**src/rtl/accum_alu_if.sv**
```systemverilog
// Handshake and result bundle between the operand/opcode sequencer and accum_alu.
interface accum_alu_if #(
  parameter int WIDTH = 8
);
  logic             in_valid;
  logic             in_ready;
  logic [3:0]       opcode;
  logic [WIDTH-1:0] operand;
  logic [WIDTH-1:0] acc;
  logic [WIDTH-1:0] rem;
  logic             done;
  logic             zero;
  logic             carry;
  logic             ovf;
  logic             err;

  modport master (
    output in_valid, opcode, operand,
    input  in_ready, acc, rem, done, zero, carry, ovf, err
  );

  modport slave (
    input  in_valid, opcode, operand,
    output in_ready, acc, rem, done, zero, carry, ovf, err
  );
endinterface

```
**src/rtl/accum_alu.sv**
```systemverilog
// WIDTH-bit accumulator ALU with valid/ready input, done pulse and status flags.
// Define ACCUM_ALU_MULDIV_EN to build the iterative MUL/DIV datapath; otherwise opcodes 3/4 are reserved.
module accum_alu #(
  parameter int WIDTH = 8
) (
  input logic        clk,
  input logic        rst,
  accum_alu_if.slave bus
);
  // state | meaning
  // IDLE  | accepting ops; single-cycle ops complete here
  // MUL   | shift-add multiply, one multiplier bit per cycle
  // DIV   | restoring divide, one quotient bit per cycle

  localparam logic [3:0] OP_NOP   = 4'd0;
  localparam logic [3:0] OP_ADD   = 4'd1;
  localparam logic [3:0] OP_SUB   = 4'd2;
  localparam logic [3:0] OP_NOT   = 4'd7;
  localparam logic [3:0] OP_AND   = 4'd8;
  localparam logic [3:0] OP_OR    = 4'd9;
  localparam logic [3:0] OP_XOR   = 4'd10;
  localparam logic [3:0] OP_NAND  = 4'd11;
  localparam logic [3:0] OP_NOR   = 4'd12;
  localparam logic [3:0] OP_XNOR  = 4'd13;
  localparam logic [3:0] OP_LOAD  = 4'd14;
  localparam logic [3:0] OP_CLEAR = 4'd15;

  logic [WIDTH-1:0] acc_q, acc_d;
  logic             zero_q, zero_d;
  logic             carry_q, carry_d;
  logic             err_q, err_d;
  logic             done_q, done_d;
  logic             accept;
  logic             wr;
  logic             cy;
  logic [WIDTH-1:0] res;
  logic [WIDTH:0]   add_w;
  logic [WIDTH:0]   sub_w;

`ifdef ACCUM_ALU_MULDIV_EN
  localparam logic [3:0] OP_MUL = 4'd3;
  localparam logic [3:0] OP_DIV = 4'd4;
  localparam logic [1:0] S_IDLE = 2'd0;
  localparam logic [1:0] S_MUL  = 2'd1;
  localparam logic [1:0] S_DIV  = 2'd2;
  localparam int         CW     = (WIDTH > 2) ? $clog2(WIDTH) : 1;
  localparam logic [CW-1:0] CNT_LAST = CW'(WIDTH - 1);

  logic [1:0]       state_q, state_d;
  logic [CW-1:0]    cnt_q, cnt_d;
  logic [WIDTH-1:0] rem_q, rem_d;
  logic             ovf_q, ovf_d;
  logic [WIDTH-1:0] opnd_q, opnd_d;
  logic [WIDTH-1:0] hi_q, hi_d;
  logic [WIDTH-1:0] lo_q, lo_d;
  logic [WIDTH:0]   mul_sum;
  logic [WIDTH-1:0] mul_hi, mul_lo;
  logic [WIDTH:0]   div_sh;
  logic             div_ge;
  logic [WIDTH-1:0] div_diff;
  logic [WIDTH-1:0] div_hi, div_lo;

  // Multiply: {hi,lo} starts as {0,acc}; add operand into hi on lo[0], then shift right.
  assign mul_sum = {1'b0, hi_q} + (lo_q[0] ? {1'b0, opnd_q} : '0);
  assign mul_hi  = mul_sum[WIDTH:1];
  assign mul_lo  = {mul_sum[0], lo_q[WIDTH-1:1]};

  // Divide: hi is the partial remainder, lo shifts dividend out and quotient in.
  assign div_sh   = {hi_q, lo_q[WIDTH-1]};
  assign div_ge   = div_sh >= {1'b0, opnd_q};
  assign div_diff = div_sh[WIDTH-1:0] - opnd_q;
  assign div_hi   = div_ge ? div_diff : div_sh[WIDTH-1:0];
  assign div_lo   = {lo_q[WIDTH-2:0], div_ge};

  assign bus.in_ready = (state_q == S_IDLE);
  assign bus.rem      = rem_q;
  assign bus.ovf      = ovf_q;
`else
  assign bus.in_ready = 1'b1;
  assign bus.rem      = '0;
  assign bus.ovf      = 1'b0;
`endif

  assign accept    = bus.in_valid && bus.in_ready;
  assign add_w     = {1'b0, acc_q} + {1'b0, bus.operand};
  assign sub_w     = {1'b0, acc_q} - {1'b0, bus.operand};
  assign bus.acc   = acc_q;
  assign bus.zero  = zero_q;
  assign bus.carry = carry_q;
  assign bus.err   = err_q;
  assign bus.done  = done_q;

  always_comb begin
    acc_d   = acc_q;
    zero_d  = zero_q;
    carry_d = carry_q;
    err_d   = err_q;
    done_d  = 1'b0;
    wr      = 1'b0;
    res     = acc_q;
    cy      = 1'b0;
`ifdef ACCUM_ALU_MULDIV_EN
    rem_d   = rem_q;
    ovf_d   = ovf_q;
    state_d = state_q;
    cnt_d   = cnt_q;
    opnd_d  = opnd_q;
    hi_d    = hi_q;
    lo_d    = lo_q;
`endif
    if (accept) begin
      done_d = 1'b1;
      case (bus.opcode)
        OP_NOP:   begin end
        OP_ADD:   begin wr = 1'b1; res = add_w[WIDTH-1:0]; cy = add_w[WIDTH]; end
        OP_SUB:   begin wr = 1'b1; res = sub_w[WIDTH-1:0]; cy = sub_w[WIDTH]; end
`ifdef ACCUM_ALU_MULDIV_EN
        OP_MUL: begin
          done_d  = 1'b0;
          state_d = S_MUL;
          cnt_d   = CNT_LAST;
          opnd_d  = bus.operand;
          hi_d    = '0;
          lo_d    = acc_q;
        end
        OP_DIV: begin
          if (bus.operand == '0) begin
            err_d = 1'b1;
          end else begin
            done_d  = 1'b0;
            state_d = S_DIV;
            cnt_d   = CNT_LAST;
            opnd_d  = bus.operand;
            hi_d    = '0;
            lo_d    = acc_q;
          end
        end
`endif
        OP_NOT:   begin wr = 1'b1; res = ~acc_q; end
        OP_AND:   begin wr = 1'b1; res = acc_q & bus.operand; end
        OP_OR:    begin wr = 1'b1; res = acc_q | bus.operand; end
        OP_XOR:   begin wr = 1'b1; res = acc_q ^ bus.operand; end
        OP_NAND:  begin wr = 1'b1; res = ~(acc_q & bus.operand); end
        OP_NOR:   begin wr = 1'b1; res = ~(acc_q | bus.operand); end
        OP_XNOR:  begin wr = 1'b1; res = ~(acc_q ^ bus.operand); end
        OP_LOAD:  begin wr = 1'b1; res = bus.operand; end
        OP_CLEAR: begin
          wr    = 1'b1;
          res   = '0;
          err_d = 1'b0;
`ifdef ACCUM_ALU_MULDIV_EN
          rem_d = '0;
`endif
        end
        default:  err_d = 1'b1;
      endcase
      if (wr) begin
        acc_d   = res;
        zero_d  = (res == '0);
        carry_d = cy;
`ifdef ACCUM_ALU_MULDIV_EN
        ovf_d   = 1'b0;
`endif
      end
    end
`ifdef ACCUM_ALU_MULDIV_EN
    else if (state_q != S_IDLE) begin
      cnt_d = cnt_q - 1'b1;
      if (state_q == S_MUL) begin
        hi_d = mul_hi;
        lo_d = mul_lo;
      end else begin
        hi_d = div_hi;
        lo_d = div_lo;
      end
      // cnt_q == 0 marks the last iteration; results land on this edge.
      if (cnt_q == '0) begin
        done_d  = 1'b1;
        state_d = S_IDLE;
        carry_d = 1'b0;
        if (state_q == S_MUL) begin
          acc_d  = mul_lo;
          zero_d = (mul_lo == '0);
          ovf_d  = |mul_hi;
        end else begin
          acc_d  = div_lo;
          zero_d = (div_lo == '0);
          rem_d  = div_hi;
          ovf_d  = 1'b0;
        end
      end
    end
`endif
  end

  always_ff @(posedge clk or negedge rst) begin
    if (!rst) begin
      acc_q   <= '0;
      zero_q  <= 1'b1;
      carry_q <= 1'b0;
      err_q   <= 1'b0;
      done_q  <= 1'b0;
`ifdef ACCUM_ALU_MULDIV_EN
      rem_q   <= '0;
      ovf_q   <= 1'b0;
      state_q <= S_IDLE;
      cnt_q   <= '0;
      opnd_q  <= '0;
      hi_q    <= '0;
      lo_q    <= '0;
`endif
    end else begin
      acc_q   <= acc_d;
      zero_q  <= zero_d;
      carry_q <= carry_d;
      err_q   <= err_d;
      done_q  <= done_d;
`ifdef ACCUM_ALU_MULDIV_EN
      rem_q   <= rem_d;
      ovf_q   <= ovf_d;
      state_q <= state_d;
      cnt_q   <= cnt_d;
      opnd_q  <= opnd_d;
      hi_q    <= hi_d;
      lo_q    <= lo_d;
`endif
    end
  end
endmodule

```
**src/flat_wrapper.sv**
```systemverilog
// flat-port wrapper written by rule: the top's interface ports become plain ports
module accum_alu_flat 
#(
  parameter int WIDTH = 8
)
  (clk, rst, bus_in_valid, bus_opcode, bus_operand, bus_in_ready, bus_acc, bus_rem, bus_done, bus_zero, bus_carry, bus_ovf, bus_err);
  accum_alu_if #(.WIDTH(WIDTH)) bus_i ();
  input logic clk;
  input logic rst;
  input wire logic [$bits(bus_i.in_valid)-1:0] bus_in_valid;
  input wire logic [$bits(bus_i.opcode)-1:0] bus_opcode;
  input wire logic [$bits(bus_i.operand)-1:0] bus_operand;
  output wire logic [$bits(bus_i.in_ready)-1:0] bus_in_ready;
  output wire logic [$bits(bus_i.acc)-1:0] bus_acc;
  output wire logic [$bits(bus_i.rem)-1:0] bus_rem;
  output wire logic [$bits(bus_i.done)-1:0] bus_done;
  output wire logic [$bits(bus_i.zero)-1:0] bus_zero;
  output wire logic [$bits(bus_i.carry)-1:0] bus_carry;
  output wire logic [$bits(bus_i.ovf)-1:0] bus_ovf;
  output wire logic [$bits(bus_i.err)-1:0] bus_err;
  assign bus_i.in_valid = bus_in_valid;
  assign bus_i.opcode = bus_opcode;
  assign bus_i.operand = bus_operand;
  assign bus_in_ready = bus_i.in_ready;
  assign bus_acc = bus_i.acc;
  assign bus_rem = bus_i.rem;
  assign bus_done = bus_i.done;
  assign bus_zero = bus_i.zero;
  assign bus_carry = bus_i.carry;
  assign bus_ovf = bus_i.ovf;
  assign bus_err = bus_i.err;
  accum_alu #(.WIDTH(WIDTH)) u_core (.clk(clk), .rst(rst), .bus(bus_i));
endmodule
```
**config.mk**
```make
export PLATFORM = sky130hd
export DESIGN_NAME = accum_alu_flat
export DESIGN_NICKNAME = d
export VERILOG_FILES = /design/src/rtl/accum_alu_if.sv /design/src/rtl/accum_alu.sv /design/src/flat_wrapper.sv
export SDC_FILE = /design/constraint.sdc
export NUM_CORES = 1
export LEC_CHECK = 0
export CELL_PAD_IN_SITES_DETAIL_PLACEMENT = 1
export CELL_PAD_IN_SITES_GLOBAL_PLACEMENT = 1
export CORE_MARGIN = 1
export CORE_UTILIZATION = 40
export DETAILED_ROUTE_END_ITERATION = 6
export PLACE_DENSITY = 0.88
export SYNTH_ARGS = -nofsm -noshare
export SYNTH_HDL_FRONTEND = slang
export SYNTH_SLANG_ARGS = --single-unit
```
**constraint.sdc**
```tcl
create_clock -name clk -period 3.1 [get_ports clk]
set_input_delay 0.465 -clock clk [delete_from_list [all_inputs] [get_ports clk]]
set_output_delay 0.465 -clock clk [all_outputs]
set_load 0.03 [all_outputs]
```
==> results of run 1 <==
==> power by group through the flow <==
stage | registers, mW | logic [mW] | clock network (mW)
3_5_place_dp | 0.255 | 1.04 | 0
4_1_cts | 0.253 | 1.04 | 0.188
2_1_floorplan | 0.308 | 0.576 | 0
6_report | 0.252 | 1.07 | 0.187
5_1_grt | 0.259 | 1.16 | 0.193
3_3_place_gp | 0.251 | 0.996 | 0
==> final cells by class <==
| class | count | area [um^2] | area share |
|---|---|---|---|
| inverter | 23 | 86.3 | 0.0293 |
| sequential | 12 | 302 | 0.102 |
| clock buffer | 4 | 55.1 | 0.0187 |
| multi-input combinational | 256 | 1790 | 0.608 |
| timing repair buffer | 69 | 621 | 0.211 |
| tap | 72 | 90.1 | 0.0306 |
==> worst max-delay path, stage by stage <==
cell and delay, ns:
sky130_fd_sc_hd__clkdlybuf4s50_1 0.48, sky130_fd_sc_hd__inv_1 0.07, sky130_fd_sc_hd__ha_1 0.36, sky130_fd_sc_hd__and3_4 0.18, sky130_fd_sc_hd__a221o_1 0.39, sky130_fd_sc_hd__o41ai_4 0.28, sky130_fd_sc_hd__mux2i_1 0.12, sky130_fd_sc_hd__or4b_4 0.55
sky130_fd_sc_hd__nor2_1 0.12, sky130_fd_sc_hd__a21oi_1 0.05
==> sequential cells by signal (all words and copies together) (netlist names) <==
| name | count |
|---|---|
| u_core.bus.acc | 8 |
| u_core.bus.carry | 1 |
| u_core.bus.done | 1 |
| u_core.bus.err | 1 |
| u_core.bus.zero | 1 |
==> worst min-delay path by stage <==
stage	depth (start not counted)	endpoint	slack [ns]	startpoint
2_1_floorplan	0	u_core.bus.acc[0]$_DFFE_PN0P_	0.17	rst
3_3_place_gp	2	u_core.bus.zero$_DFFE_PN1P_	0.49	u_core.bus.zero$_DFFE_PN1P_
3_5_place_dp	2	u_core.bus.zero$_DFFE_PN1P_	0.50	u_core.bus.zero$_DFFE_PN1P_
4_1_cts	2	u_core.bus.zero$_DFFE_PN1P_	0.50	u_core.bus.zero$_DFFE_PN1P_
5_1_grt	2	u_core.bus.zero$_DFFE_PN1P_	0.53	u_core.bus.zero$_DFFE_PN1P_
6_report	2	u_core.bus.zero$_DFFE_PN1P_	0.50	u_core.bus.zero$_DFFE_PN1P_
==> synth_stat cells, types with 2 or more instances <==
cell | count | area share
sky130_fd_sc_hd__nand2b_1 | 11 | 0.030
sky130_fd_sc_hd__o211ai_1 | 3 | 0.0098
sky130_fd_sc_hd__buf_4 | 10 | 0.033
sky130_fd_sc_hd__nor2_1 | 30 | 0.049
sky130_fd_sc_hd__clkbuf_1 | 11 | 0.018
sky130_fd_sc_hd__a21boi_0 | 3 | 0.0098
sky130_fd_sc_hd__and2_1 | 2 | 0.0054
sky130_fd_sc_hd__o21bai_1 | 3 | 0.0098
sky130_fd_sc_hd__or4b_2 | 2 | 0.0087
sky130_fd_sc_hd__o21ai_0 | 24 | 0.052
sky130_fd_sc_hd__a31oi_1 | 10 | 0.027
sky130_fd_sc_hd__ha_1 | 24 | 0.13
sky130_fd_sc_hd__a221oi_1 | 2 | 0.0076
sky130_fd_sc_hd__a211oi_1 | 7 | 0.023
sky130_fd_sc_hd__fa_1 | 2 | 0.017
sky130_fd_sc_hd__dfrtp_1 | 11 | 0.12
sky130_fd_sc_hd__nor2b_1 | 5 | 0.014
sky130_fd_sc_hd__a32oi_1 | 3 | 0.011
sky130_fd_sc_hd__nand4_1 | 3 | 0.0082
sky130_fd_sc_hd__buf_2 | 9 | 0.020
sky130_fd_sc_hd__o22ai_1 | 6 | 0.016
sky130_fd_sc_hd__o31ai_1 | 3 | 0.0098
sky130_fd_sc_hd__a32o_1 | 3 | 0.013
sky130_fd_sc_hd__nand2_1 | 19 | 0.031
sky130_fd_sc_hd__a21oi_1 | 14 | 0.030
sky130_fd_sc_hd__or2_2 | 2 | 0.0054
sky130_fd_sc_hd__nor4_1 | 4 | 0.011
sky130_fd_sc_hd__a21o_1 | 3 | 0.0098
sky130_fd_sc_hd__nor3_1 | 12 | 0.026
sky130_fd_sc_hd__mux2i_1 | 11 | 0.048
sky130_fd_sc_hd__inv_1 | 22 | 0.036
sky130_fd_sc_hd__nand3_1 | 2 | 0.0043
sky130_fd_sc_hd__conb_1 | 2 | 0.0033
sky130_fd_sc_hd__o22a_1 | 2 | 0.0076
sky130_fd_sc_hd__o221ai_1 | 3 | 0.011
sky130_fd_sc_hd__and3_1 | 6 | 0.016
==> routing by layer <==
metal	wire, um	global-route usage	vias up
li1	-	-	1238
met1	3570	0.363	1285
met2	4100	0.498	93
met3	442	0.0459	35
met4	439	0.166	0
met5	0	0	-
==> cell families after synthesis <==
| kind of cell | after synthesis |
|---|---|
| other | 2 |
| and+or+nand+nor | 104 |
| muxes | 12 |
| buffers and inverters | 55 |
| adders and majority gates | 26 |
| AOI/OAI and AO/OA | 104 |
| DFF | 12 |
==> metrics by stage <==
step	setup TNS, ns	area, um^2	hold WS [ns]	power [mW]	setup WS [ns]
2_1_floorplan	0	2330	0.169	0.884	0.363
3_3_place_gp	-0.0670	2870	0.485	1.25	-0.0579
3_5_place_dp	-0.374	2870	0.495	1.29	-0.218
4_1_cts	0	2920	0.502	1.48	0.0762
5_1_grt	0	2950	0.530	1.61	0.0228
6_report	0	2950	0.503	1.51	0.170
==> timing repair <==
action / CTS / global route
endpoints found under the setup margin: 0 / 1
gates resized for setup: 0 / 5
hold buffers: 0 / 0
==> impl_summary.log, run 1 <==
INFO  metric tightest_slew = ~0.86 ns
INFO  metric setup_viols_final = 0
INFO  metric yosys.area_share.xor_xnor = 0
INFO  metric switching_power = about 0.74 mW
INFO  metric dr.pass1.iters = 4
INFO  metric cts_tree = yes
INFO  metric yosys_most_used_dff = sky130_fd_sc_hd__dfrtp_1
INFO  metric hold_path_class = reg -> reg
INFO  metric core_area = roughly 5500 um^2
INFO  metric hold_viol_final = 0
INFO  metric mostFrequentLayoutCell = sky130_fd_sc_hd__buf_4
INFO  metric post_layout_utilization_of_the_core = 0.532
INFO  metric distinct_cells_synth = 62
INFO  metric post_synthesis_async_set_or_reset_flop_share = 1.00
INFO  metric drive_above_1_share = 0.170
INFO  metric synth_cells = 315
INFO  metric synth.ff_latch_count = 12
INFO  metric timing.rr.end = u_core.bus.acc[7]$_DFFE_PN0P_
INFO  metric dr.first_iter.drc_count = 181
INFO  metric leakage_power = approximately 1.3 nW
INFO  metric p_int = just under 0.8 mW
INFO  metric startpoint_type = input port
INFO  metric dp.final_hpwl = 6510 um
INFO  metric rsz_0062_raised_after_global_routing = false
INFO  metric cts_num_sinks = 12
INFO  metric grt_antenna_before_repair = 0
INFO  metric starting_utilization_of_the_core_area = 0.416
INFO  metric die_area = about 6100 um^2
INFO  metric routed_wl = 8560 um
INFO  metric dominant_combinational_cell_family_by_area_after_synthesis = compound AO/OA/AOI/OAI gates
INFO  metric power.combinational.fraction = 0.709
INFO  metric detail-route-antenna-nets = 0
INFO  metric fin_crit = between 2 and 3 ns
INFO  metric result_of_the_run = finished, final reports clean
INFO  metric ys_seq_area_frac = 0.131
INFO  metric yosysWarnings = 0
INFO  metric place_inst = approximately 430
INFO  metric yosys.area_share.adder = 0.148
INFO  metric slew_violations = 0
INFO  metric fp.dieH = 77.9 um
INFO  metric die-width = roughly 78 um
INFO  metric postCtsSetupBuffers = 0
INFO  metric post_synth.cell_area_avg = 7.31 um^2
INFO  metric buffer_ports.inserted = 26
INFO  metric drc_violation_count_after_routing = 0
INFO  metric highest_clock_rate = about 0.34 GHz
INFO  metric post_synth_and_or_nand_nor_area_fraction = 0.234
INFO  metric cts_made_buffers = 3
INFO  metric detail_route.vias_per_cell = ~6.1
INFO  metric timing.max_slew.rel_slack = 0.423
INFO  metric clock_network_latency_to_the_later_pin_of_the_worst_skew_pair = around 0.26 ns
INFO  metric area_fraction_in_compound_gates_after_synthesis = 0.317
INFO  metric max_cap_violation_count = 0
INFO  metric critical_path.endpoint = u_core.bus.acc[7]$_DFFE_PN0P_
INFO  metric sequentialPowerShare = 0.167
INFO  metric design.portCount = 37
INFO  metric num_vias = approximately 2700
INFO  metric antenna_cells_inserted = 0
INFO  metric critical_path.reg2reg.startpoint = u_core.bus.acc[1]$_DFFE_PN0P_
INFO  metric global_route_wire_length_before_repair = around 14000 um
INFO  metric grt_start_max_net_pins = 38
INFO  metric crit_start = bus_operand[4]
INFO  metric clk_pin_slew = ~0.070 ns
INFO  metric via_count_of_the_first_global_routing_pass = about 2700
INFO  metric grt.overflow.total = 0
INFO  metric cts.path.max_buffers = 2
INFO  metric share_clk_of_total_power = 0.124
INFO  metric areaGrowthSynthToFinish = 27.9%
INFO  metric endpoint_kind = register
INFO  metric pd_cells = ~510 nW/um^2
INFO  metric worstSetupPathType = in -> reg
INFO  metric worst_ep_required_time = about 3.2 ns
INFO  metric synth_area = between 2000 and 2500 um^2
INFO  metric power_switching_share = 0.488
INFO  metric timing.reg2reg.worst_path_depth = 9
INFO  metric finish.net_count = approximately 400
INFO  metric globalplace.congestion = 0.996
INFO  metric cp.arrival = roughly 3.1 ns
INFO  metric clock_tree.htree_level_count = 1
INFO  metric fillers = 701
INFO  metric core.rowCount = 27
INFO  metric synth.mux.area_fraction = 0.0527
INFO  metric gr-usage-all-layers = 0.298
INFO  metric most_used_cells_in_the_layout_excluding_fill_and_tap_cells = 40 x sky130_fd_sc_hd__buf_4, 30 x sky130_fd_sc_hd__nor2_1, 26 x sky130_fd_sc_hd__clkdlybuf4s50_1, 24 x sky130_fd_sc_hd__o21ai_0, 24 x sky130_fd_sc_hd__ha_1
INFO  metric final.period_utilization = 0.945
INFO  metric fin_worst_skew = 0.0127 ns
INFO  metric cts.root.buffer_cell = sky130_fd_sc_hd__clkbuf_8
INFO  metric number_of_synthesized_flops_with_an_enable_pin = 0
INFO  metric reg2reg_slack = 0.21 ns
INFO  metric wl_per_cell = between 15 and 20 um
INFO  metric irDropWorstVdd = 0.000298 V
INFO  metric fin_cells = approximately 440
INFO  metric path_max_fanout = 5
No activity file was read; power rests on OpenSTA's default activity.
==> run 2: changes to the inputs <==
MAX_ROUTING_LAYER = met4   (was not set)
PLACE_DENSITY = not set   (was 0.88)
PLACE_DENSITY_LB_ADDON = 0.1   (was not set)
==> impl_summary.log, run 2 (synthesized netlist as in run 1, its figures left out) <==
INFO  metric result_of_the_run = finished, final reports clean
INFO  metric placed_area = 2890 um^2 (+0.70%)
INFO  metric wl_per_cell = 20.1 um (+2.5%)
INFO  metric dp.final_hpwl = 6690 um (+2.8%)
INFO  metric tightest_slew = 0.689 ns (-0.175 ns)
INFO  metric worst_hold_path.endpoint = u_core.bus.zero$_DFFE_PN1P_
INFO  metric path_max_fanout = 4 (-1)
INFO  metric cts.path.max_buffers = 2 (unchanged)
INFO  metric hold_buffers = 0 (unchanged)
INFO  metric global_route_wire_length_before_repair = 14300 um (+1.7%)
INFO  metric grt_start_max_net_pins = 35 (-7.9%)
INFO  metric leakage_power = 1.31 nW (+0.16%)
INFO  metric core_area = 5540 um^2 (unchanged)
INFO  metric cts_made_buffers = 3 (unchanged)
INFO  metric pd_cells = 503 nW/um^2 (-1.9%)
INFO  metric gr-usage-all-layers = 0.318 (+0.0203)
INFO  metric startpoint_type = input port
INFO  metric setup_viols_final = 0 (unchanged)
INFO  metric detail-route-antenna-nets = 0 (unchanged)
INFO  metric starting_utilization_of_the_core_area = 0.416 (unchanged)
INFO  metric drc_violation_count_after_routing = 0 (unchanged)
INFO  metric num_vias = 2609 (-1.6%)
INFO  metric layout.cell_area.non_filler = 2940 um^2 (-0.25%)
INFO  metric hold_depth = 2 (unchanged)
INFO  metric largest_reg_flops = 8 (unchanged)
INFO  metric dr.pass1.iters = 4 (unchanged)
INFO  metric reg2reg_slack = 0.26 ns (+0.05 ns)
INFO  metric die-width = 77.9 um (unchanged)
INFO  metric min_from = u_core.bus.zero$_DFFE_PN1P_
INFO  metric drive_above_1_share = 0.162 (-0.00869)
INFO  metric areaGrowthSynthToFinish = 27.6%
INFO  metric clk_pin_slew = 0.06 ns (about the same)
INFO  metric cp.arrival = 3.11 ns (+0.05 ns)
INFO  metric timing.rr.end = u_core.bus.zero$_DFFE_PN1P_
INFO  metric antenna_cells_inserted = 0 (unchanged)
INFO  metric cts.root.buffer_cell = sky130_fd_sc_hd__clkbuf_8
INFO  metric critical_path.reg2reg.startpoint = u_core.bus.acc[1]$_DFFE_PN0P_
INFO  metric timing.max_slew.rel_slack = 0.537 (+0.114)
INFO  metric clock_network_latency_to_the_later_pin_of_the_worst_skew_pair = 0.25 ns (about the same)
INFO  metric grt_antenna_before_repair = 0 (unchanged)
INFO  metric cts_tree = yes
INFO  metric highest_clock_rate = 0.340 GHz (-0.42%)
INFO  metric grt.overflow.total = 0 (unchanged)
INFO  metric hold_viol_final = 0 (unchanged)
INFO  metric mostFrequentLayoutCell = sky130_fd_sc_hd__buf_4
INFO  metric finish.net_count = 407 (+0.25%)
INFO  metric globalplace.congestion = 0.949 (-4.7%)
INFO  metric fillers = 717 (+2.3%)
INFO  metric timing.reg2reg.worst_path_depth = 10 (+1)
INFO  metric core.rowCount = 27 (unchanged)
INFO  metric buffer_ports.inserted = 26 (unchanged)
INFO  metric via_count_of_the_first_global_routing_pass = 2678 (-2.4%)
INFO  metric max_cap_violation_count = 0 (unchanged)
INFO  metric clock_tree.htree_level_count = 1 (unchanged)
INFO  metric worst_ep_required_time = 3.27 ns (+0.04 ns)
INFO  metric routed_wl = 8790 um (+2.8%)
INFO  metric most_used_cells_in_the_layout_excluding_fill_and_tap_cells = 40 x sky130_fd_sc_hd__buf_4, 30 x sky130_fd_sc_hd__nor2_1, 26 x sky130_fd_sc_hd__clkdlybuf4s50_1, 24 x sky130_fd_sc_hd__o21ai_0, 24 x sky130_fd_sc_hd__ha_1
INFO  metric rsz_0062_raised_after_global_routing = false
INFO  metric worst_hold_slack = 0.512 ns (+0.00832 ns)
INFO  metric design.portCount = 37 (unchanged)
INFO  metric dr.first_iter.drc_count = 89 (-51%)
INFO  metric fp.dieH = 77.9 um (unchanged)
INFO  metric irDropWorstVdd = 0.000243 V (-19%)
INFO  metric cts_num_sinks = 12 (unchanged)
INFO  metric fin_crit = 2.94 ns (+0.0125 ns)
INFO  metric slew_violations = 0 (unchanged)
INFO  metric final.period_utilization = 0.949 (+0.00403)
INFO  metric endpoint_kind = register
INFO  metric detail_route.vias_per_cell = 5.97 (-1.8%)
INFO  metric worstSetupPathType = in -> reg
INFO  metric fin_worst_skew = 0.00448 ns (-0.00818 ns)
INFO  metric hold_path_class = reg -> reg
INFO  metric die_area = 6060 um^2 (unchanged)
[run 2: repair_timing]
action	4_1_cts	5_1_grt
resized for setup	0	1
buffers inserted	0	0
setup endpoints to repair	0	1
[run 2: layer usage]
metal	global-route usage	share of wire
met3	0.0388	0.046
met4	0.149	0.043
met2	0.534	0.50
met1	0.378	0.41
met5	-	0
[run 2: area by class of cell]
cell class | instances | area, um^2 | area share
inverters | 23 | 86.3 | 0.0294
clock buffers | 4 | 45.0 | 0.0153
multi-input cells | 256 | 1770 | 0.604
well taps | 72 | 90.1 | 0.0307
repair buffers | 70 | 641 | 0.218
flip-flops and latches | 12 | 302 | 0.103
[run 2: how the worst max path moves through the flow]
stage | startpoint | end | slack, ns | cells after the start
after floorplan | u_core.bus.acc[1]$_DFFE_PN0P_ | u_core.bus.zero$_DFFE_PN1P_ | 0.36 | 8
after global placement | bus_operand[0] | u_core.bus.zero$_DFFE_PN1P_ | -0.12 | 10
final | bus_operand[0] | u_core.bus.zero$_DFFE_PN1P_ | 0.16 | 10
after detailed placement | bus_operand[0] | u_core.bus.zero$_DFFE_PN1P_ | -0.15 | 10
after global routing | bus_operand[2] | u_core.bus.zero$_DFFE_PN1P_ | 0.02 | 12
after CTS | bus_operand[0] | u_core.bus.zero$_DFFE_PN1P_ | 0.1 | 10
[run 2: worst max-delay path, stage by stage]
cell and delay [ns]:
sky130_fd_sc_hd__clkdlybuf4s50_1 0.48, sky130_fd_sc_hd__ha_1 0.27, sky130_fd_sc_hd__fa_1 0.44, sky130_fd_sc_hd__a211oi_1 0.38
sky130_fd_sc_hd__o21bai_1 0.13, sky130_fd_sc_hd__a21o_1 0.20, sky130_fd_sc_hd__a21oi_1 0.14, sky130_fd_sc_hd__o221ai_1 0.13
sky130_fd_sc_hd__nand4b_1 0.23, sky130_fd_sc_hd__o31ai_2 0.26
[run 2: where the power goes]
part,internal (mW),switching (mW),total (mW)
logic,0.464,0.600,1.06
clock network,0.0913,0.0700,0.161
registers,0.193,0.0577,0.250
total,0.748,0.728,1.48
[run 2: per-stage QoR]
stage | power (mW) | TNS, ns | worst slack (ns) | util | instances
2_1_floorplan | 0.884 | 0 | 0.363 | - | 323
3_5_place_dp | 1.30 | -0.290 | -0.154 | 0.521 | 433
5_1_grt | 1.58 | 0 | 0.0155 | 0.530 | 437
3_3_place_gp | 1.27 | -0.168 | -0.117 | 0.521 | 433
6_report | 1.48 | 0 | 0.157 | 0.530 | 437
4_1_cts | 1.47 | 0 | 0.0972 | 0.529 | 437
